### config.mk
export PLATFORM = sky130hd
export DESIGN_NAME = pulse_sweep_sequencer
export DESIGN_NICKNAME = d
export VERILOG_FILES = /design/src/rtl/pulse_sweep_sequencer.sv
export SDC_FILE = /design/constraint.sdc
export NUM_CORES = 1
export LEC_CHECK = 0
export CORE_AREA = 2 2 218 220
export CTS_BUF_LIST = sky130_fd_sc_hd__clkbuf_4 sky130_fd_sc_hd__clkbuf_8
export DETAILED_ROUTE_END_ITERATION = 12
export DIE_AREA = 0 0 220 222
export GPL_ROUTABILITY_DRIVEN = 1
export MAX_ROUTING_LAYER = met4
export SYNTH_ARGS = -nofsm -noshare
export SYNTH_HDL_FRONTEND = slang
export SYNTH_SLANG_ARGS = --single-unit
### constraint.sdc
create_clock -name clk -period 29.1 [get_ports clk]
set_input_delay 5.82 -clock clk [delete_from_list [all_inputs] [get_ports clk]]
set_output_delay 5.82 -clock clk [all_outputs]
set_load 0.005 [all_outputs]
### src/rtl/pulse_sweep_sequencer.sv
// Steps divider/duty through a programmed list of sweep points, each held for a fixed dwell.
// Outside a sweep both outputs stay at 0, which holds the downstream mask in reset.
//
// state   | meaning
// --------+--------------------------------------------------------------
// S_IDLE  | outputs zero; waiting for start with a non-zero point count
// S_DWELL | driving the current point; counter runs 0..D-1 per point
module pulse_sweep_sequencer #(
   parameter int W     = 32,
   parameter int STEPW = 16
) (
   input  logic             clk,
   input  logic             reset,
   input  logic             start,
   input  logic             abort,
   input  logic             continuous,
   input  logic [W-1:0]     div_start,
   input  logic [W-1:0]     div_step,
   input  logic [W-1:0]     duty_start,
   input  logic [W-1:0]     duty_step,
   input  logic [STEPW-1:0] num_points,
   input  logic [W-1:0]     dwell,
   output logic [W-1:0]     divider,
   output logic [W-1:0]     duty,
   output logic [STEPW-1:0] point_idx,
   output logic             point_strobe,
   output logic             busy,
   output logic             done
);

   typedef enum logic [0:0] {S_IDLE, S_DWELL} state_t;

   state_t           state, state_nxt;
   logic [W-1:0]     cnt, cnt_nxt;
   logic [W-1:0]     divider_nxt, duty_nxt;
   logic [STEPW-1:0] idx_nxt;
   logic             strobe_nxt, busy_nxt, done_nxt;

   logic [W-1:0]     div_start_q, div_step_q, duty_start_q, duty_step_q;
   logic [W-1:0]     cnt_last_q;
   logic [STEPW-1:0] idx_last_q;
   logic             cont_q;

   logic go, at_tc, last_pt, load_cfg;

   // Two guard bits keep both underflow and overflow visible before clamping to [1, 2^W-1].
   function automatic logic [W-1:0] step_clamp(input logic [W-1:0] v, input logic [W-1:0] s);
      logic [W+1:0] sum;
      sum = {2'b00, v} + {{2{s[W-1]}}, s};
      if (sum[W+1] || (sum == '0))
         step_clamp = {{(W-1){1'b0}}, 1'b1};
      else if (sum[W])
         step_clamp = '1;
      else
         step_clamp = sum[W-1:0];
   endfunction

   assign go       = start && !abort && (num_points != '0);
   assign load_cfg = (state == S_IDLE) && go;
   assign at_tc    = (cnt == cnt_last_q);
   assign last_pt  = (point_idx == idx_last_q);

   always_ff @(posedge clk or posedge reset) begin
      if (reset) begin
         state        <= S_IDLE;
         cnt          <= '0;
         divider      <= '0;
         duty         <= '0;
         point_idx    <= '0;
         point_strobe <= 1'b0;
         busy         <= 1'b0;
         done         <= 1'b0;
      end else begin
         state        <= state_nxt;
         cnt          <= cnt_nxt;
         divider      <= divider_nxt;
         duty         <= duty_nxt;
         point_idx    <= idx_nxt;
         point_strobe <= strobe_nxt;
         busy         <= busy_nxt;
         done         <= done_nxt;
      end
   end

   always_ff @(posedge clk or posedge reset) begin
      if (reset) begin
         div_start_q  <= '0;
         div_step_q   <= '0;
         duty_start_q <= '0;
         duty_step_q  <= '0;
         cnt_last_q   <= '0;
         idx_last_q   <= '0;
         cont_q       <= 1'b0;
      end else if (load_cfg) begin
         div_start_q  <= div_start;
         div_step_q   <= div_step;
         duty_start_q <= duty_start;
         duty_step_q  <= duty_step;
         cnt_last_q   <= (dwell == '0) ? '0 : dwell - W'(1);
         idx_last_q   <= num_points - STEPW'(1);
         cont_q       <= continuous;
      end
   end

   always_comb begin
      state_nxt = state;
      case (state)
         S_IDLE:  if (go) state_nxt = S_DWELL;
         S_DWELL: begin
            if (abort)
               state_nxt = S_IDLE;
            else if (at_tc && last_pt && !cont_q)
               state_nxt = S_IDLE;
         end
         default: state_nxt = S_IDLE;
      endcase
   end

   always_comb begin
      cnt_nxt     = '0;
      divider_nxt = '0;
      duty_nxt    = '0;
      idx_nxt     = '0;
      strobe_nxt  = 1'b0;
      done_nxt    = 1'b0;
      busy_nxt    = (state_nxt == S_DWELL);
      case (state)
         S_IDLE: begin
            if (go) begin
               divider_nxt = div_start;
               duty_nxt    = duty_start;
               strobe_nxt  = 1'b1;
            end
         end
         S_DWELL: begin
            if (abort) begin
               cnt_nxt = '0;
            end else if (!at_tc) begin
               cnt_nxt     = cnt + W'(1);
               divider_nxt = divider;
               duty_nxt    = duty;
               idx_nxt     = point_idx;
            end else if (!last_pt) begin
               divider_nxt = step_clamp(divider, div_step_q);
               duty_nxt    = step_clamp(duty, duty_step_q);
               idx_nxt     = point_idx + STEPW'(1);
               strobe_nxt  = 1'b1;
            end else if (cont_q) begin
               divider_nxt = div_start_q;
               duty_nxt    = duty_start_q;
               strobe_nxt  = 1'b1;
            end else begin
               done_nxt = 1'b1;
            end
         end
         default: ;
      endcase
   end

endmodule

After elaboration in Yosys (flattened, before gate mapping). Cells that the tools add are included.

Equal/unequal tests: 3. Reduce and logical (&&, ||, !) cells: 13. Bitwise gates (word level): 1. Add/sub/neg operators: 6. Multiplexer cells: 38.

Operators by type and width (number): 32-bit 2-to-1 mux (18); 32-bit case mux with 2 select lines (2); 33-bit by 32-bit adder with 34-bit output (2); 34-bit logical NOT (2); 16-bit 2-to-1 mux (4); 32-bit by 1-bit adder with 32-bit output, second input constant (1); 32-bit == test (1); 32-bit logical NOT (1); 32-bit by 1-bit subtractor with 32-bit output, second input constant (1); 16-bit by 1-bit adder with 16-bit output, second input constant (1); 16-bit == test (1); 16-bit nonzero test (1); 16-bit by 1-bit subtractor with 16-bit output, second input constant (1); 1-bit 2-to-1 mux (12); 1-bit logical AND (5); 1-bit case mux with 2 select lines (2); 3-bit by 2-bit inequality test with 1-bit output, second input constant (1); 1-bit logical NOT (2); 1-bit logical OR (2); 1-bit NOT (1).

Word-level logic and storage cells: 75. Flip-flop bits (word level): 292. Output and inout port bits: 83.

Depth between registers and ports, before layout. Gate-level depths: netlist of run 1.

Depth after elaboration: 8. Mapped depth: 13. Gate-level depth less buffers: 12.

Least setup slack after synthesis of run 1. No wires, ideal clock.

Path type: input to register. Start: input dwell[4]. End: register cnt_last_q[30]. Setup time: 0.076 ns. Setup slack: 20.821 ns. Stages: 10. Required time: 29.024 ns. Data arrival time: 8.203 ns. Cells stage by stage: or3_1 > nor4_2 > nand3_1 > nor2_1 > nand2_1 > or4_1 > or4_1 > nor3b_1 > a21oi_1 > o21ai_1.

Word-level cells in the longest chain between the ends: 2. Elaborated cells on any way between the ends: 3.

Ends and longest elaborated chain: from (decl) (RTL line 22) `input logic [W-1:0] dwell,`; 32-bit by 1-bit subtractor with 32-bit output or 32-bit logical NOT (tied branches) (RTL line 99) `cnt_last_q <= (dwell == '0) ? '0 : dwell - W'(1);`; 32-bit 2-to-1 mux * (RTL line 99); to (signal assigned) (RTL line 99); to (decl) (RTL line 40) `logic [W-1:0] cnt_last_q;`.

Mark *: on every way between the ends. The rest lies on a longest branch, timed or not. A chain may end at the register's enable or synchronous reset.

Worst setup path in the final report of run 1.
Start: input num_points[0]. End: register duty_start_q[24].

Word-level cells in the longest chain between the ends: 3.

Ends and longest elaborated chain: from (decl) (RTL line 21) `input logic [STEPW-1:0] num_points,`; 16-bit nonzero test (RTL line 58) `assign go = start && !abort && (num_points != '0);`; 1-bit logical AND (RTL line 58); 1-bit logical AND (RTL line 59) `assign load_cfg = (state == S_IDLE) && go;`; to (signal assigned) (RTL line 97) `duty_start_q <= duty_start;`; to (decl) (RTL line 39) `logic [W-1:0] div_start_q, div_step_q, duty_start_q, duty_step_q;`.

No other way between the ends.

==> flow_metrics.env, run 1 <==
export IMPL_cp_data_arrival_time_ns=10.23
export IMPL_drt_pass1_iter_count=5
export IMPL_syn_instance_count=2244
export IMPL_start_kind="input port"
export IMPL_clkLatencyLatePin_ns=0.68
export IMPL_synth_net_count=2497
export IMPL_post_route_period_util_pct=33.1
export IMPL_final_setup_tns_ns=0
export IMPL_holdCritPathClass="register to register"
export IMPL_num_vias=17700
export IMPL_setup_viol=0
export IMPL_synthSimpleGateAreaFrac_pct=24.2
export IMPL_ys_flop_type="dfrtp_1"
export IMPL_final_hold_violation_count=0
export IMPL_grt_pass1_vias=17200
export IMPL_critPathKind="input port to register"
export IMPL_ys_seq_area_share_pct=39.6
export IMPL_initial_utilization_pct=39.9
export IMPL_finalNetCount=2705
export IMPL_postCtsHoldBufs=0
export IMPL_rsz0062_at_grt="no"
export IMPL_min_period_ns=9.63
export IMPL_skew_ns=0.0324
export IMPL_synth_fa_ha_area_share_pct=4.96
export IMPL_crit_required_ns=29.69
export IMPL_port_buffers=263
export IMPL_numCtsBuffers=53
export IMPL_core_mm2=0.0463
export IMPL_yosysTopAreaCellShare_pct=39.6
export IMPL_drt_iter0_drc=1364
export IMPL_synth_top_family_by_area="simple AND/OR/NAND/NOR gates"
export IMPL_synth_xor_area_share_pct=7.64
export IMPL_muxShareOfSynthArea_pct=0.346
export IMPL_die_x_um=220
export IMPL_ant_nets=0
export IMPL_rows=79
export IMPL_track_usage_pct=25.3
export IMPL_synth_edf_count=0
export IMPL_crit_path_max_fanout=97
export IMPL_setup_ws_ns=19.47
export IMPL_routabilityCongestion=0.922
export IMPL_dieHeight_um=222
export IMPL_antenna_found_initial=1
export IMPL_final_layout_size_suffix_gt1_share_pct=6.33
export IMPL_dp_cells=3004
export IMPL_die_area_mm2=0.0488
export IMPL_wl_per_cell_um=19.7
export IMPL_ys_types=82
export IMPL_yosysWarnings=0
export IMPL_stdcell_area_mm2=0.0228
export IMPL_cts_sinks=292
export IMPL_ctsResizeCount=0
export IMPL_syn2layout_area_growth_pct=23.4
export IMPL_final_cell_mix="nand2_1 (542), dfrtp_1 (292), clkdlybuf4s50_1 (263)"
export IMPL_worstMarginPinSlew_ns=1.21
export IMPL_mostFrequentLayoutCell="nand2_1"
export IMPL_slew_headroom_pct=18.9
export IMPL_clk_path_buf_depth=3
export IMPL_dp_slack_ns=18.82
export IMPL_grt_overflow_total=0
export IMPL_post_cts_buffers=0
export IMPL_final_cells=3103
export IMPL_syn_area_per_cell_um2=8.22
export IMPL_nFillCells=4514
export IMPL_routed_via_density=5.69
export IMPL_cts_max_level=2
export IMPL_grt_max_degree=100
export IMPL_syn_area_mm2=0.0185
export IMPL_ys_top_cells_by_area="dfrtp_1 (40%), nand2_1 (11%), xnor2_1 (5.2%), ha_1 (4.7%), a21oi_1 (4.1%)"
export IMPL_totalWireLength_um=61100
export IMPL_grt_pass1_wl_um=95700
export IMPL_p_leak_nw=9.94
export IMPL_yosys_area_top_type="dfrtp_1"
export IMPL_end_kind="register"
export IMPL_cts_root_buf="clkbuf_8"
export IMPL_place_area_mm2=0.0215
export IMPL_status="finished, final reports clean"
export IMPL_fmaxAchievable_ghz=0.104
export IMPL_drc=0
export IMPL_slew_viol_final=0
export IMPL_holdWs_ns=0.473
export IMPL_peakVddDrop_mv=0.0408
export IMPL_max_cap_viol_count=0
export IMPL_cellPowerDensity_mw_per_mm2=114
export IMPL_cts_tree="built"
export IMPL_ys_seq_elements=292
export IMPL_clk_pin_slew_ns=0.06
export IMPL_async_flop_share_pct=100
export IMPL_synth_compound_area_share_pct=20.1
export IMPL_ios=264
export IMPL_dp_hpwl_um=44000
per-stage QoR:
step / util [%] / total power, mW
2_1_floorplan: - / 1.65
3_3_place_gp: 46.5 / 2.12
5_1_grt: 49.2 / 2.81
6_report: 49.2 / 2.60
4_1_cts: 49.2 / 2.61
3_5_place_dp: 46.5 / 2.14
path summary, 6_finish.rpt:
| kind | startpoint | to | slack, ns | cells past startpoint |
|---|---|---|---|---|
| max | num_points[0] | duty_start_q[24] | 19.47 | 12 |
| min | duty_start_q[7] | duty_start_q[7] | 0.47 | 2 |
| min in group asynchronous | reset | duty_start_q[12] | 5.66 | 2 |
| max in group asynchronous | reset | point_idx[14] | 21.93 | 3 |
| max reg2reg | duty[0] | duty[1] | 23.61 | 12 |
| min reg2reg | duty_start_q[7] | duty_start_q[7] | 0.47 | 2 |
worst max-delay path, stage by stage:
cell             delay [ns]
clkdlybuf4s50_1        0.47
inv_1                  0.11
ha_1                   0.18
nand2_1                0.08
or3_1                  0.37
nor4_1                 0.49
nand2_1                0.25
o31ai_4                0.35
buf_4                  0.84
buf_4                  0.91
nand2_1                0.13
nand2_1                0.10
flip-flops by register name (all words and copies together), names as in the netlist:
signal	count
divider	32
point_idx	16
idx_last_q	16
state	1
duty_start_q	32
cnt_last_q	32
duty	32
cont_q	1
div_start_q	32
duty_step_q	32
done	1
point_strobe	1
cnt	32
div_step_q	32
cells in the mapped netlist (9+ instances only):
cell	n
nand2_1	543
dfrtp_1	292
a21oi_1	152
nor2_1	152
o21ai_0	140
clkbuf_1	113
xnor2_1	109
ha_1	70
nand3_1	70
xor2_1	52
o211ai_1	38
nor3_1	37
o2111ai_1	33
nand4_1	30
o21ai_1	30
a21o_1	29
and3_1	28
inv_1	22
nor4_1	22
o221ai_1	20
a31oi_1	18
nor2b_1	15
o21a_1	14
and4_1	13
or3_1	13
a221oi_1	9
and2_1	9
or3b_2	9
or4_1	9
per-layer routing:
layer	track usage [%]	share of wire (%)	up-vias
met5	-	0	-
met4	8.23	2.8	0
met3	3.84	6.5	111
met2	37.1	44	592
met1	35.6	47	8543
li1	-	-	8421
cell type report:
type | instances | area, um^2 | share of cell area, %
inverter | 23 | 93.8 | 0.412
tap | 607 | 759 | 3.34
sequential | 292 | 7310 | 32.1
clock inverter | 13 | 174 | 0.764
clock buffer | 85 | 1070 | 4.70
timing repair buffer | 279 | 2750 | 12.1
multi-input combinational | 1803 | 10600 | 46.6
antenna | 1 | 2.50 | 0.0110
logic make-up after synthesis:
logic type | after synthesis
flops | 292
simple gates | 989
mux | 6
xor+xnor | 161
compound gates | 575
buf+inv | 149
fa+ha+maj | 72
power by group:
group	internal [mW]	total (mW)	switching, mW	leakage (nW)
combinational	0.569	1.44	0.871	5.57
clock	0.262	0.454	0.193	0.661
sequential	0.571	0.709	0.138	3.71
total	1.40	2.60	1.20	9.94
Power figures use the tool's default switching activity.
==> inputs of run 2 (changes only) <==
clock period = 9.5 ns   (was 29.1 ns; I/O delays follow)
==> run 2 against run 1 <==
  * Highest routed layer unchanged
  * Hold slack about the same
  * Non-clock buffer count is 1 higher
  * Via count shrank 0.46%
  * Clock skew decreased by 0.0030 ns
  * Combinational power increased to 3.0 times the previous value
  * Global-route usage grew 0.11 points
==> flow_metrics.env, run 2 (synthesis results as in run 1) <==
export IMPL_holdWs_ns=0.473
export IMPL_clk_pin_slew_ns=0.06
export IMPL_min_path_cells=2
export IMPL_ios=264
export IMPL_fmaxAchievable_ghz=0.185
export IMPL_critPathKind="register to register"
export IMPL_r2r_start="duty[0]"
export IMPL_start_kind="register"
export IMPL_min_period_ns=5.41
export IMPL_crit_path_max_fanout=31
export IMPL_grt_overflow_total=0
export IMPL_worstMarginPinSlew_ns=1.19
export IMPL_routed_via_density=5.69
export IMPL_cp_top_family="compound AO/OA/AOI/OAI gates"
export IMPL_ff2ff_setup_slack_ns=4.09
export IMPL_worst_r2r_cell_count=12
export IMPL_antenna_cells=0
export IMPL_grt_pass1_wl_um=96000
export IMPL_post_route_period_util_pct=56.9
export IMPL_post_cts_buffers=0
export IMPL_dp_hpwl_um=43800
export IMPL_routabilityCongestion=0.901
export IMPL_clk_path_buf_depth=3
export IMPL_clkLatencyLatePin_ns=0.67
export IMPL_final_setup_tns_ns=0
export IMPL_antenna_found_initial=0
export IMPL_place_area_mm2=0.0215
export IMPL_cp_slowest_cell="nand4_2"
export IMPL_cts_tree="built"
export IMPL_core_mm2=0.0463
export IMPL_totalWireLength_um=60700
export IMPL_mostFrequentLayoutCell="nand2_1"
export IMPL_ctsResizeCount=0
export IMPL_cts_max_level=2
export IMPL_stdcell_area_mm2=0.0227
export IMPL_die_area_mm2=0.0488
export IMPL_p_leak_nw=9.87
export IMPL_track_usage_pct=25.4
export IMPL_port_buffers=263
export IMPL_setup_viol=0
export IMPL_ant_nets=0
export IMPL_num_vias=17600
export IMPL_rows=79
export IMPL_final_layout_size_suffix_gt1_share_pct=5.92
export IMPL_max_stage_delay_ns=0.96
export IMPL_grt_pass1_vias=17000
export IMPL_final_cell_mix="nand2_1 (542), dfrtp_1 (292), clkdlybuf4s50_1 (263)"
export IMPL_final_core_util_pct=49.0
export IMPL_cellPowerDensity_mw_per_mm2=346
export IMPL_max_cap_viol_count=0
export IMPL_wl_per_cell_um=19.6
export IMPL_finalNetCount=2706
export IMPL_worstReg2RegEnd="duty[14]"
export IMPL_cp_data_arrival_time_ns=5.93
export IMPL_final_hold_violation_count=0
export IMPL_hold_path_end="div_start_q[21]"
export IMPL_peakVddDrop_mv=0.120
export IMPL_slew_viol_final=0
export IMPL_drt_iter0_drc=1686
export IMPL_crit_buf_inv=0
export IMPL_skew_ns=0.0294
export IMPL_cts_sinks=292
export IMPL_initial_utilization_pct=39.9
export IMPL_die_x_um=220
export IMPL_status="finished, final reports clean"
export IMPL_drt_pass1_iter_count=5
export IMPL_min_delay_start="div_start_q[21]"
export IMPL_power_mw=7.84
export IMPL_syn2layout_area_growth_pct=22.8
export IMPL_rsz0062_at_grt="no"
export IMPL_slew_headroom_pct=20.6
export IMPL_crit_required_ns=10.02
export IMPL_postCtsHoldBufs=0
export IMPL_dieHeight_um=222
export IMPL_drc=0
export IMPL_cts_root_buf="clkbuf_8"
export IMPL_grt_max_degree=163
export IMPL_holdCritPathClass="register to register"
export IMPL_end_kind="register"
export IMPL_path_cells="ha_1 > fa_1 > a211o_1 > a221oi_2 > o22ai_1 > o41ai_1 > xor2_1 > o221ai_1 > nor4_2 > nand4_2 > o2111ai_1 > nand3_1"
export IMPL_numCtsBuffers=53
## run 2: worst max path at each step
stage | startpoint | to | slack (ns) | depth (start not counted)
floorplan | reset | cnt[0] | 3.72 | 1
global placement | num_points[0] | duty[0] | 3.52 | 11
detailed placement | num_points[0] | duty[0] | 3.41 | 11
CTS | num_points[0] | duty[0] | 4.12 | 11
global route | num_points[0] | duty[0] | 3.71 | 11
finish | duty[0] | duty[14] | 4.09 | 12
## run 2: tightest hold or removal path, delay by kind of cell, from the launching register on
kind             cells  cell delay [ns]
DFF                  1             0.34
and+or+nand+nor      2             0.10
## run 2: area by class of cell
type | count | area, um^2
Multi-Input combinational cell | 1803 | 10600
Tap cell | 607 | 759
Inverter | 23 | 90.1
Sequential cell | 292 | 7310
Clock inverter | 9 | 156
Timing Repair Buffer | 280 | 2770
Fill cell | 4486 | 23600
Clock buffer | 78 | 961
## run 2: per-layer routing
layer	GRT usage, %	vias to the layer above	part of all wire [%]
li1	-	8407	-
met1	36.2	8536	47
met2	37.4	556	45
met3	3.90	87	6.1
met4	6.97	0	2.3
met5	-	-	0
## run 2: stage by stage
step | setup slack [ns] | std cells
2_1_floorplan | 3.72 | 2244
3_3_place_gp | 3.52 | 3005
3_5_place_dp | 3.41 | 3005
4_1_cts | 4.12 | 3092
5_1_grt | 3.71 | 3092
6_report | 4.09 | 3092
## run 2: report_power, final
group	switching, mW	internal [mW]	leakage [nW]
logic	2.63	1.74	5.57
registers	0.429	1.75	3.71
clock network	0.562	0.729	0.586
total	3.62	4.22	9.87
